<file path="config.mk">
export PLATFORM = sky130hd
export DESIGN_NAME = sigma_delta_modulator16bit
export DESIGN_NICKNAME = d
export VERILOG_FILES = /design/src/rtl/sdm_pkg.sv /design/src/rtl/sdm_accum16.sv /design/src/rtl/sigma_delta_modulator16bit.sv
export SDC_FILE = /design/constraint.sdc
export NUM_CORES = 1
export LEC_CHECK = 0
export CORE_ASPECT_RATIO = 0.5
export CORE_MARGIN = 4
export CORE_UTILIZATION = 54
export CTS_BUF_LIST = sky130_fd_sc_hd__clkbuf_4 sky130_fd_sc_hd__clkbuf_8
export CTS_CLUSTER_SIZE = 20
export DETAILED_ROUTE_END_ITERATION = 6
export PLACE_DENSITY_LB_ADDON = 0.3
export SLEW_MARGIN = 20
export SYNTH_ARGS = -nofsm -noshare
export SYNTH_HDL_FRONTEND = slang
export SYNTH_SLANG_ARGS = --single-unit
export TNS_END_PERCENT = 30
</file>
<file path="constraint.sdc">
create_clock -name CLK -period 1.95 [get_ports CLK]
set_clock_uncertainty 0.15 [all_clocks]
set_input_delay 0.2925 -clock CLK [delete_from_list [all_inputs] [get_ports CLK]]
set_output_delay 0.2925 -clock CLK [all_outputs]
set_load 0.01 [all_outputs]
</file>
<file path="src/rtl/sdm_pkg.sv">
// ---------------------------------------------------------------------------
// sdm_pkg
// Shared definitions for the first-order sigma-delta modulator and its
// matching decimator.
//   SAMPLE_W            : sample width in bits
//   OSR_LO_DEF/OSR_HI_DEF: default frame lengths (clocks) for MODE=0/1
//   mode_e              : MODE encoding, identical on both ends of the link
//   hold_t              : 1-deep input holding register (flag + data)
//   osr_last()          : terminal count of the frame counter for a mode
// ---------------------------------------------------------------------------
package sdm_pkg;

    localparam int SAMPLE_W   = 16;
    localparam int OSR_LO_DEF = 64;
    localparam int OSR_HI_DEF = 256;

    typedef enum logic [0:0] {
        MODE_OSR64  = 1'b0,
        MODE_OSR256 = 1'b1
    } mode_e;

    typedef struct packed {
        logic                full;
        logic [SAMPLE_W-1:0] data;
    } hold_t;

    // Last count of a frame: OSR-1 of whichever rate the mode selects.
    function automatic int osr_last(input mode_e mode, input int lo, input int hi);
        return (mode == MODE_OSR256) ? (hi - 1) : (lo - 1);
    endfunction

endpackage

</file>
<file path="src/rtl/sdm_accum16.sv">
// ---------------------------------------------------------------------------
// sdm_accum16
// First-order error-feedback accumulator. Every clock the current sample is
// added to the 16-bit residual; the carry out of that add is the next
// modulator bit. The residual is never cleared except by clr, so the
// fractional error carries across frames.
//   clk     : rising-edge clock
//   clr     : synchronous clear (residual and output bit to 0)
//   cur     : sample being modulated
//   bit_out : registered carry, the 1-bit pulse-density stream
// ---------------------------------------------------------------------------
module sdm_accum16
    import sdm_pkg::*;
(
    input  logic                clk,
    input  logic                clr,
    input  logic [SAMPLE_W-1:0] cur,
    output logic                bit_out
);

    logic [SAMPLE_W-1:0] acc;
    logic [SAMPLE_W:0]   sum;

    assign sum = {1'b0, acc} + {1'b0, cur};

    always_ff @(posedge clk) begin
        if (clr) begin
            acc     <= '0;
            bit_out <= 1'b0;
        end else begin
            acc     <= sum[SAMPLE_W-1:0];
            bit_out <= sum[SAMPLE_W];
        end
    end

endmodule

</file>
<file path="src/rtl/sigma_delta_modulator16bit.sv">
// ---------------------------------------------------------------------------
// sigma_delta_modulator16bit
// Transmit end of the pulse-density link: takes 16-bit unsigned samples over
// a valid/ready handshake into a 1-deep holding register and modulates one
// sample per frame of OSR clocks. At each frame boundary the held sample
// becomes the current one; if nothing is held, the last sample repeats and
// UNDERFLOW pulses.
//   CLK       : system clock, rising edge
//   RST_N     : synchronous active-low reset
//   MODE      : OSR select (0 = OSR_LO, 1 = OSR_HI), latched at boundaries
//   DIN       : unsigned sample
//   DIN_VALID : DIN valid this cycle
//   DIN_READY : holding register empty (combinational from the flag)
//   VMOD      : registered modulator bitstream
//   FRAME_STB : high on the last clock of every frame
//   UNDERFLOW : high on a boundary clock that finds the holding register empty
// ---------------------------------------------------------------------------
module sigma_delta_modulator16bit
    import sdm_pkg::*;
#(
    parameter int OSR_LO = OSR_LO_DEF,
    parameter int OSR_HI = OSR_HI_DEF
) (
    input  logic                CLK,
    input  logic                RST_N,
    input  logic                MODE,
    input  logic [SAMPLE_W-1:0] DIN,
    input  logic                DIN_VALID,
    output logic                DIN_READY,
    output logic                VMOD,
    output logic                FRAME_STB,
    output logic                UNDERFLOW
);

    localparam int CNT_W = $clog2(OSR_HI);

    logic [CNT_W-1:0]    cnt;
    logic [CNT_W-1:0]    last_cnt;
    mode_e               mode_q;
    hold_t               hold;
    logic [SAMPLE_W-1:0] cur;
    logic                boundary;
    logic                xfer;

    assign last_cnt  = CNT_W'(osr_last(mode_q, OSR_LO, OSR_HI));
    assign boundary  = (cnt == last_cnt);
    assign xfer      = DIN_VALID && !hold.full;

    assign DIN_READY = !hold.full;
    assign FRAME_STB = boundary;
    assign UNDERFLOW = boundary && !hold.full;

    // Frame counter and mode latch. The latch only reloads on the boundary
    // edge, so a MODE change mid-frame waits for the next frame.
    always_ff @(posedge CLK) begin
        if (!RST_N) begin
            cnt    <= '0;
            mode_q <= mode_e'(MODE);
        end else if (boundary) begin
            cnt    <= '0;
            mode_q <= mode_e'(MODE);
        end else begin
            cnt    <= cnt + 1'b1;
        end
    end

    // Holding register and current sample. A transfer needs an empty hold,
    // and a boundary load needs a full one, so the two never collide. A
    // sample taken on an empty boundary is not bypassed into cur; it waits
    // for the following boundary.
    always_ff @(posedge CLK) begin
        if (!RST_N) begin
            hold <= '0;
            cur  <= '0;
        end else if (boundary && hold.full) begin
            cur       <= hold.data;
            hold.full <= 1'b0;
        end else if (xfer) begin
            hold <= '{full: 1'b1, data: DIN};
        end
    end

    sdm_accum16 u_accum (
        .clk     (CLK),
        .clr     (!RST_N),
        .cur     (cur),
        .bit_out (VMOD)
    );

endmodule

</file>
# After elaboration in Yosys (flattened, before gate mapping)
# Index checks and enable logic that the tools add are counted.
# totals
regBits	59
in_bits	20
out_inout_bits	4
elab_cells	23
# op_classes
add_sub_neg	2
eq_ne	2
n_mux	3
bitwise	2
reduce_logical	7
# op_table
cell	n
$add A16 B16 Y17	1
$add A8 B1 Y8 const B	1
$eq A8 B8 Y1	1
$mux W8	1
$reduce_or A2 Y1	2
$logic_and A1 B1 Y1	3
$mux W1	2
$ne A2 B1 Y1 const B	1
$not A1 Y1	2
$reduce_and A2 Y1	1
$logic_not A1 Y1	1

# Longest topological paths before layout
# Gate-level depths: netlist of run 1.
# logic_depth
ltp_word	5
ltp_mapped	9
depth_no_buf	8

# By module
# From an unflattened synthesis of run 1, not the netlist that was laid out.
# unflattened
hier_cells	323
hier_area_um2	2852.7
# by_module_without_submodules
mod	n_inst	cells_per_inst	area_each_um2	seq_area_each_um2
sigma_delta_modulator16bit	1	191	1655.3	850.8
sdm_accum16	1	132	1197.4	340.3

# Worst setup path after synthesis of run 1
# OpenSTA, ideal clock, no wires.
# synth_timing
path_type	reg2reg
from	register cur[0]
to	register u_accum.acc[14]
setup_ps	72
arrival_ps	1793
t_required_ps	1728
path_slack_ps	-65
stages_incl_launch_ff	8
n_path_buf	0
cell_sequence	dfxtp_1 > ha_1 > fa_1 > a21oi_2 > o211a_1 > nor2_1 > a311oi_2 > mux2i_1
# synth_via
elab_chain_len	1
# synth_lines
item	line	rtl
start: declaration	sigma_delta_modulator16bit.sv:41	logic [SAMPLE_W-1:0] cur;
start signal: assignment	sigma_delta_modulator16bit.sv:76	cur <= hold.data;
$add A16 B16 Y17	sdm_accum16.sv:24	assign sum = {1'b0, acc} + {1'b0, cur};
end signal: assignment	sdm_accum16.sv:31	acc <= sum[SAMPLE_W-1:0];
end: declaration	sdm_accum16.sv:21	logic [SAMPLE_W-1:0] acc;
# Every way passes these cells.
# A chain may end at the register's enable or synchronous reset.

# Worst setup path in the final report of run 1
# Ends and elaborated chain as after synthesis.

==> out/results.ini, run 1 <==
[sta]
slew_viol_final=0
tns_ns=-0.662
clock.fmax_mhz=465
rsz0062_at_grt=true
setup_viol=9
finalCritPeriodShare=1.10
relSlewSlack=0.617
setup_slack_ns=-0.202
whs_ns=0.309
min_period_ns=2.15
tightest_slew_ns=0.572
final-hold-violation-count=0

[power_and_ir_drop]
powerDensity_mw_per_mm2=730
leakage_nw=1.54
vdd_ir_drop_max_mv=0.519
power_mw=2.76

[clock_network]
clockBufferDepth=2
cts_tree=built
clk_latency_ns=0.34
cts_root_buf=clkbuf_8
cts_buffers=9
h-tree-depth=3
cts.sinks=59
clkTransAtPathRegs_ns=0.07

[final_layout]
n_antenna_cell=0
fin_nets=425
drive_gt1_frac=0.291
final_core_util=0.767
nFillCells=314
syn2layout_area_growth_pct=37.3

[synth]
ys_ff_latch=59
synth_common_cells=nand2_1 (66), dfxtp_1 (58), a21oi_1 (47)
ys_seq_area_frac=0.432
syn_area_sq_mm=0.00276
synth.avg_cell_area_sq_um=8.48
synth_xor_area_frac=0.0381
synth_compound_area_frac=0.180
async_flop_share=0
ys_warn_count=0
synthFlopType=dfxtp_1
synthTopCellsByArea=dfxtp_1 (42%), nand2_1 (9.0%), a21oi_1 (8.5%)
synthCells=325
yosys.area.top_type=dfxtp_1
synth_top_family_by_area=simple AND/OR/NAND/NOR gates
synthSimpleGateAreaFrac=0.221
yosysMostFrequentCell=nand2_1
syn_nets=363
synth.distinct_cells=48
synth_edf_count=1
synth.area.mux_share=0.0145
synthAdderAreaFrac=0.0845
synth_top_cell_area_share=0.421

[drt]
drt_iter0_drc=200
dr.pass1.iters=5
post_drt_wl_per_cell_um=16.3
vias=2627
routed_wl_um=7520
drtAntennaViolNets=0
drc=0
detail_route.vias_per_cell=5.69

[setup_path]
timing.rr.start=cur[0]$_SDFFE_PN0P_
rrSetupSlack_ns=-0.20
endpoint_kind=flip-flop
crit_fanout=4
critPathKind=reg -> reg
r2r_cells=7
start_kind=flip-flop
r2r-end=u_accum.acc[14]$_SDFF_PN0_
worstPathArrival_ns=2.27
crit_required_ns=2.07

[hold_path]
whs_endpoint=hold[10]$_SDFFE_PN0P_
hold_path.class=reg -> reg
hold_depth=2
hold_start=hold[10]$_SDFFE_PN0P_

[floorplanning]
num_rows=18
core_sq_mm=0.00493
fp.dieW_um=109
num_io_pins=24
start_util=0.559
dieHeight_um=58.5
die-area_sq_mm=0.00638

[run_status]
status=complete, but fails checks
violations=setup timing

[placed_design]
dpl.hpwl_um=4480
gp_congestion=0.894
port_buffers=23
place_ws_ns=-0.125

[grt]
grt_max_degree=28
grt_antenna_before_repair=0
grt_first_pass_wirelength_um=11600
track_usage=0.238
grt-ovfl-total=0
grt_pass1_vias=2525

[job]
max_cap_viol_count=0

==> logic make-up (layout without fill, tap and decap cells) <==
kind of cell / after synthesis / count (layout)
adders and majority gates: 18 / 18
AOI/OAI and AO/OA: 76 / 76
DFF: 59 / 59
xor gates and xnor gates: 12 / 12
and+or+nand+nor: 136 / 136
muxes: 4 / 4
buffers and inverters: 20 / 87
==> cell usage in the layout (no fill, tap or decap), types with 5 or more instances in the layout <==
master	netlist	final
a21oi_2	2	9
inv_1	5	5
a21oi_1	47	40
nand2_1	66	63
xnor2_1	8	8
dfxtp_1	58	48
ha_4	0	9
dfxtp_2	0	9
nand3_1	24	23
clkdlybuf4s50_1	0	21
buf_4	1	39
clkbuf_8	0	9
ha_1	17	8
nor2_1	21	18
==> registers in the layout, indices dropped and copies added, names as in the netlist <==
signal / count
cnt: 8
cur: 16
hold: 17
mode_q: 1
u_accum.acc: 16
u_accum.bit_out: 1
==> layout make-up <==
type                       instances  area [sq um]  share of cell area
timing repair buffer              64           536               0.142
clock buffer                       9           124              0.0327
tap                               70          87.6              0.0231
multi-input combinational        246          1690               0.446
inverter                           7          26.3             0.00694
clock inverter                     7           116              0.0308
sequential                        59          1210               0.319
==> worst max path at each step <==
stage                                   start                         end  slack [ns]  depth (start not counted)
final                     cur[0]$_SDFFE_PN0P_  u_accum.acc[14]$_SDFF_PN0_       -0.20                          7
after global routing      cur[0]$_SDFFE_PN0P_  u_accum.acc[14]$_SDFF_PN0_       -0.24                          7
after CTS                 cur[0]$_SDFFE_PN0P_  u_accum.acc[14]$_SDFF_PN0_       -0.10                          7
after detailed placement  cur[0]$_SDFFE_PN0P_  u_accum.acc[14]$_SDFF_PN0_       -0.13                          7
after global placement    cur[0]$_SDFFE_PN0P_  u_accum.acc[14]$_SDFF_PN0_       -0.09                          7
after floorplan           cur[0]$_SDFFE_PN0P_  u_accum.acc[14]$_SDFF_PN0_        0.01                          7
==> through the flow <==
step           cells  cell area (sq um)
2_1_floorplan    325               2760
3_3_place_gp     437               3260
3_5_place_dp     437               3260
4_1_cts          456               3600
5_1_grt          462               3780
6_report         462               3780
==> report_power, final <==
group / internal [mW] / switching [mW]
Clock: 0.846 / 0.503
Combinational: 0.0771 / 0.0845
Sequential: 1.23 / 0.0161
==> worst max-delay path, cell delays in order (launching register included) <==
cell	delay, ns
dfxtp_2	0.34
ha_4	0.16
fa_2	0.35
a21oi_2	0.22
o211a_1	0.29
nor2_2	0.08
a311oi_2	0.29
mux2i_1	0.20
==> repair_timing <==
action                                  in CTS  in global routing
hold buffers                                 0                  0
setup buffers                                3                  6
pin swaps                                    9                 18
gates resized for setup                     24                 33
endpoints found under the hold margin        0                  0
endpoints found under the setup margin      13                 28
==> metal layers <==
metal,vias to the layer above,wire length [um],global-route usage
met3,28,467,0.0679
met5,-,0,0
met2,100,3650,0.414
met1,1241,3170,0.274
met4,0,226,0.110
li1,1258,-,-
(Power assumes the default switching activity.)
==> run 2: changes to the inputs <==
REMOVE_ABC_BUFFERS = 1   (was unset)
==> run 2 against run 1 <==
The flow still finishes with violations (setup timing). Highest routed layer unchanged. Combinational power shrank 2%. Global-route usage shrank 0.78 points. Worst setup slack gained 0.12 ns. Worst hold slack lost 0.0034 ns. Sequential share of layout area grew 0.76 points. Wire length shrank 5.9%. Final cell count shrank 1.7%. Maximum frequency grew 6.1%. First-iteration DRC count grew 4.0%.
==> out/results.ini, run 2 (synthesized netlist as in run 1, its figures left out) <==
[placed_design]
port_buffers=23  ; unchanged
dpl.hpwl_um=4550  ; +1.4%
place_ws_ns=-0.281  ; -0.156 ns
gp_congestion=0.897  ; +0.37%

[clock_network]
h-tree-depth=3  ; unchanged
cts_buffers=9  ; unchanged
ctsHoldBuffers=0  ; unchanged
cts.sinks=59  ; unchanged
clkTransAtPathRegs_ns=0.06  ; about the same
clockBufferDepth=2  ; unchanged
cts_tree=built
clk_latency_ns=0.34  ; about the same
cts_root_buf=clkbuf_8

[setup_path]
worstPathArrival_ns=2.14  ; -0.13 ns
r2r_cells=7  ; unchanged
max_stage_delay_ns=0.39  ; +0.04 ns
critPathKind=reg -> reg
slowest_stage=fa_2
crit_chain=ha_4 > fa_2 > a21oi_4 > o211a_4 > nor2_2 > a311oi_2 > mux2i_1
endpoint_kind=flip-flop
cp_num_cells=7  ; unchanged
cp_num_buf_inv=0  ; unchanged
crit_fanout=4  ; unchanged
cp_top_family=compound AO/OA/AOI/OAI gates
start_kind=flip-flop
crit_required_ns=2.06  ; about the same

[floorplanning]
num_rows=18  ; unchanged
dieHeight_um=58.5  ; unchanged
fp.dieW_um=109  ; unchanged
core_sq_mm=0.00493  ; unchanged
die-area_sq_mm=0.00638  ; unchanged
num_io_pins=24  ; unchanged
start_util=0.559  ; unchanged

[final_layout]
final_common_cell=nand2_1
drive_gt1_frac=0.266  ; -0.0252
largest-register=hold
largest_reg_flops=17  ; unchanged
final_core_util=0.745  ; -0.0218
largest_registers=hold (17), cur (16), u_accum.acc (16)
syn2layout_area_growth_pct=33.4
n_antenna_cell=0  ; unchanged
most-common-layout-cells=nand2_1 (63), dfxtp_1 (51), a21oi_1 (40)
fin_nets=418  ; -1.6%

[grt]
grt_pass1_vias=2514  ; -0.44%
grt_max_degree=22  ; -21%
grt_antenna_before_repair=0  ; unchanged
grt_first_pass_wirelength_um=11400  ; -2.0%
track_usage=0.230  ; -0.00781
grt-ovfl-total=0  ; unchanged

[job]
max_cap_viol_count=0  ; unchanged

[sta]
min_period_ns=2.03  ; -0.124 ns
relSlewSlack=0.605  ; -0.0124
finalCritPeriodShare=1.04  ; -0.0637
rsz0062_at_grt=true
clock.fmax_mhz=493  ; +6.1%
final-hold-violation-count=0  ; unchanged
whs_ns=0.305  ; -0.00335 ns
slew_viol_final=0  ; unchanged
setup_slack_ns=-0.0774  ; +0.124 ns
tns_ns=-0.110  ; +0.552 ns
setup_viol=4  ; -5
tightest_slew_ns=0.591  ; +0.0185 ns

[drt]
drt_iter0_drc=208  ; +4.0%
vias=2563  ; -2.4%
drc=0  ; unchanged
detail_route.vias_per_cell=5.65  ; -0.72%
drtAntennaViolNets=0  ; unchanged
post_drt_wl_per_cell_um=15.6  ; -4.3%
dr.pass1.iters=6  ; +1
routed_wl_um=7080  ; -5.9%

[power_and_ir_drop]
leakage_nw=1.46  ; -5.0%
powerDensity_mw_per_mm2=662  ; -9.3%
vdd_ir_drop_max_mv=0.536  ; +3.2%

[hold_path]
hold_path.class=reg -> reg
hold_depth=2  ; unchanged

[run_status]
status=complete, but fails checks
violations=setup timing

==> run 2: cell count changes in the layout (fill, tap and decap cells not counted), sizes merged <==
| cell | delta |
|---|---|
| clkinvlp | -1 |
| clkinv | -1 |
| bufinv | -3 |
| buf | -7 |
| clkbuf | +4 |
==> run 2: layout make-up <==
cell class              instances  area [sq um]
clock buffers                  13           173
flip-flops and latches         59          1200
repair buffers                 57           478
fillers                       324          1260
well taps                      70          87.6
clock inverters                 2          10.0
multi-input cells             246          1700
inverters                       7          26.3
==> run 2: path summary, 6_finish.rpt <==
check                                          start                         end  slack (ns)
worst min register to register  hold[7]$_SDFFE_PN0P_        hold[7]$_SDFFE_PN0P_        0.31
worst max register to register   cur[0]$_SDFFE_PN0P_  u_accum.acc[14]$_SDFF_PN0_       -0.08
worst max-delay path             cur[0]$_SDFFE_PN0P_  u_accum.acc[14]$_SDFF_PN0_       -0.08
worst min-delay path            hold[7]$_SDFFE_PN0P_        hold[7]$_SDFFE_PN0P_        0.31
==> run 2: timing repair <==
| item | 4_1_cts | 5_1_grt |
|---|---|---|
| pin swaps | 10 | 11 |
| gates resized for setup | 25 | 29 |
| setup endpoints to repair | 13 | 29 |
| buffers inserted | 4 | 3 |
==> run 2: worst register-to-register path, stage by stage (launching register included) <==
cell	delay, ns
dfxtp_2	0.33
ha_4	0.16
fa_2	0.39
a21oi_4	0.18
o211a_4	0.22
nor2_2	0.07
a311oi_2	0.25
mux2i_1	0.22
==> run 2: layer usage <==
layer	global-route usage	up-vias	share of wire	wire length, um
li1	-	1236	-	-
met1	0.266	1194	0.41	2930
met2	0.394	109	0.49	3460
met3	0.0701	24	0.068	482
met4	0.108	0	0.028	201
met5	0	-	0	0
==> run 2: where the power goes <==
group | total (mW) | internal [mW] | leakage, nW | switching (mW)
logic | 0.158 | 0.0770 | 0.881 | 0.0811
registers | 1.26 | 1.24 | 0.484 | 0.0188
clock network | 1.02 | 0.568 | 0.0987 | 0.452
total | 2.43 | 1.88 | 1.46 | 0.552
==> run 2: per-stage QoR <==
step	area (sq um)	cells	total power, mW
2_1_floorplan	2700	312	1.34
3_3_place_gp	3220	432	1.43
3_5_place_dp	3220	432	1.43
4_1_cts	3520	451	2.43
5_1_grt	3680	454	2.52
6_report	3680	454	2.43
==> run 3: changes to the inputs <==
clock period = 1.8 ns   (was 1.95 ns; I/O delays follow)
==> run 3 against run 2 <==
The flow still finishes with violations (setup timing). Largest power group unchanged. Clock power about the same. Clock-buffer cell count fell by 4. Worst setup slack got worse by 0.17 ns.
==> out/results.ini, run 3 (synthesized netlist as in run 1, its figures left out) <==
[run_status]
status=complete, but fails checks
violations=setup timing

[final_layout]
largest-register=hold
multiInputGateArea_sq_mm=0.00167  ; -2.0%
register_area_sq_mm=0.00120  ; +0.31%
nFillCells=314  ; -3.1%
fin_nets=436  ; +4.3%
n_antenna_cell=0  ; unchanged
largest_reg_flops=17  ; unchanged
drive_gt1_frac=0.305  ; +0.0396
syn2layout_area_growth_pct=37.9
final_common_cell=nand2_1
most-common-layout-cells=nand2_1 (65), dfxtp_1 (48), buf_4 (48)
largest_registers=hold (17), cur (16), u_accum.acc (16)

[sta]
min_period_ns=2.04  ; +0.0163 ns
slew_viol_final=0  ; unchanged
clock.fmax_mhz=489  ; -0.80%
setup_viol=13  ; +9
tightest_slew_ns=0.584  ; -0.00675 ns
final-hold-violation-count=0  ; unchanged
setup_slack_ns=-0.244  ; -0.166 ns
whs_ns=0.307  ; +0.00131 ns
rsz0062_at_grt=true
finalCritPeriodShare=1.14  ; +0.0957
relSlewSlack=0.610  ; +0.00451

[power_and_ir_drop]
power_mw=2.56  ; +5.3%
seqPwrFrac=0.530  ; +0.014
powerDensity_mw_per_mm2=675  ; +1.9%
p_switching_uw=646  ; +17%
pwr-share-clk=0.402  ; -0.017
internal-power_mw=1.92  ; +1.8%
leakage_nw=1.54  ; +5.3%
p_comb_frac=0.069  ; +0.004
swShare=0.252  ; +0.0252
vdd_ir_drop_max_mv=0.532  ; -0.74%

[drt]
dr.pass1.iters=4  ; -2
vias=2615  ; +2.0%
routed_wl_um=7450  ; +5.3%
post_drt_wl_per_cell_um=15.7  ; +1.0%
drtAntennaViolNets=0  ; unchanged
drc=0  ; unchanged
detail_route.vias_per_cell=5.53  ; -2.1%
drt_iter0_drc=169  ; -19%

[grt]
grt_pass1_vias=2621  ; +4.3%
grt-busiest-layer=met2
grt_first_pass_wirelength_um=11900  ; +4.8%
grt-ovfl-total=0  ; unchanged
track_usage=0.244  ; +0.0141
grt_antenna_before_repair=0  ; unchanged
use_met2=0.435  ; +0.0410
grt_max_degree=46  ; +110%
met1_usage=0.284  ; +0.0182
grt_util_met3=0.0646  ; -0.00548

[placed_design]
port_buffers=23  ; unchanged
dpl.hpwl_um=4720  ; +3.9%
gp_congestion=0.915  ; +1.9%

[floorplanning]
start_util=0.559  ; unchanged
core_sq_mm=0.00493  ; unchanged
dieHeight_um=58.5  ; unchanged
fp.dieW_um=109  ; unchanged
num_io_pins=24  ; unchanged
num_rows=18  ; unchanged
die-area_sq_mm=0.00638  ; unchanged

[setup_path]
slowest_stage=dfxtp_2
critPathKind=reg -> reg
endpoint_kind=flip-flop
critPathLaunch=cur[0]$_SDFFE_PN0P_
timing.rr.start=cur[0]$_SDFFE_PN0P_
crit_required_ns=1.92  ; -0.14 ns
crit_chain=ha_4 > fa_2 > a21oi_4 > o211a_4 > or2_4 > a211o_1 > a21oi_2
crit_fanout=4  ; unchanged
max_stage_delay_ns=0.37  ; -0.02 ns
start_kind=flip-flop
worstPathArrival_ns=2.17  ; +0.03 ns

[clock_network]
clkTransAtPathRegs_ns=0.07  ; about the same
cts_buffers=9  ; unchanged
ctsHoldBuffers=0  ; unchanged
clk_latency_ns=0.34  ; about the same
clockBufferDepth=2  ; unchanged
cts_tree=built
h-tree-depth=3  ; unchanged
cts.sinks=59  ; unchanged
cts_root_buf=clkbuf_8

[hold_path]
hold_start=hold[10]$_SDFFE_PN0P_
hold_path.class=reg -> reg

[job]
max_cap_viol_count=0  ; unchanged

## run 3: cell count changes in the layout (fill, tap and decap cells not counted), moves of 3 or more
| cell | delta |
|---|---|
| buf_4 | +13 |
| buf_6 | +3 |
| clkbuf_8 | -3 |
| dfxtp_1 | -3 |
| dfxtp_2 | +3 |
## run 3: worst paths after layout
kind                                end  slack, ns  depth (start not counted)
max          u_accum.bit_out$_SDFF_PN0_      -0.24                          7
min               hold[10]$_SDFFE_PN0P_       0.31                          2
max reg2reg  u_accum.bit_out$_SDFF_PN0_      -0.24                          7
min reg2reg       hold[10]$_SDFFE_PN0P_       0.31                          2
## run 3: repair_timing
item / CTS / global route
setup buffers: 4 / 1
pin swaps: 22 / 9
resized for setup: 36 / 18
gates cloned: 0 / 0
setup endpoints to repair: 14 / 30
hold endpoints to repair: 0 / 0
## run 3: critical path, delay by kind of cell (launching register included)
| family | cells | cell delay (ns) |
|---|---|---|
| and+or+nand+nor | 1 | 0.27 |
| AOI/OAI and AO/OA | 4 | 0.79 |
| DFF | 1 | 0.37 |
| adders and majority gates | 2 | 0.40 |
## run 3: per-layer routing
metal / vias up / wire (um)
met5: - / 0
met4: 0 / 214
met3: 25 / 453
met2: 81 / 3700
met1: 1230 / 3080
li1: 1279 / -
## run 3: layout make-up
class / count / share of cell area
clock inverters: 7 / 0.0119
repair buffers: 75 / 0.170
multi-input cells: 246 / 0.439
flip-flops and latches: 59 / 0.317
clock buffers: 9 / 0.0326
inverters: 7 / 0.00692
well taps: 70 / 0.0231
## run 3: stage by stage
step | TNS (ns) | worst slack (ns) | cells | cell area [sq um] | util
after CTS | -1.63 | -0.212 | 472 | 3720 | 0.754
final | -2.18 | -0.244 | 473 | 3800 | 0.770
after detailed placement | -3.09 | -0.368 | 452 | 3380 | 0.686
after global placement | -2.31 | -0.314 | 452 | 3380 | 0.686
after global routing | -3.12 | -0.306 | 473 | 3800 | 0.770
after floorplan | -0.782 | -0.215 | 312 | 2700 | -
## run 3: power groups by stage
stage,Sequential (mW),Combinational (mW),Clock [mW]
final,1.36,0.176,1.03
after global routing,1.36,0.194,1.11
after CTS,1.36,0.171,1.04
after detailed placement,1.38,0.169,0
after global placement,1.38,0.164,0
after floorplan,1.39,0.0643,0
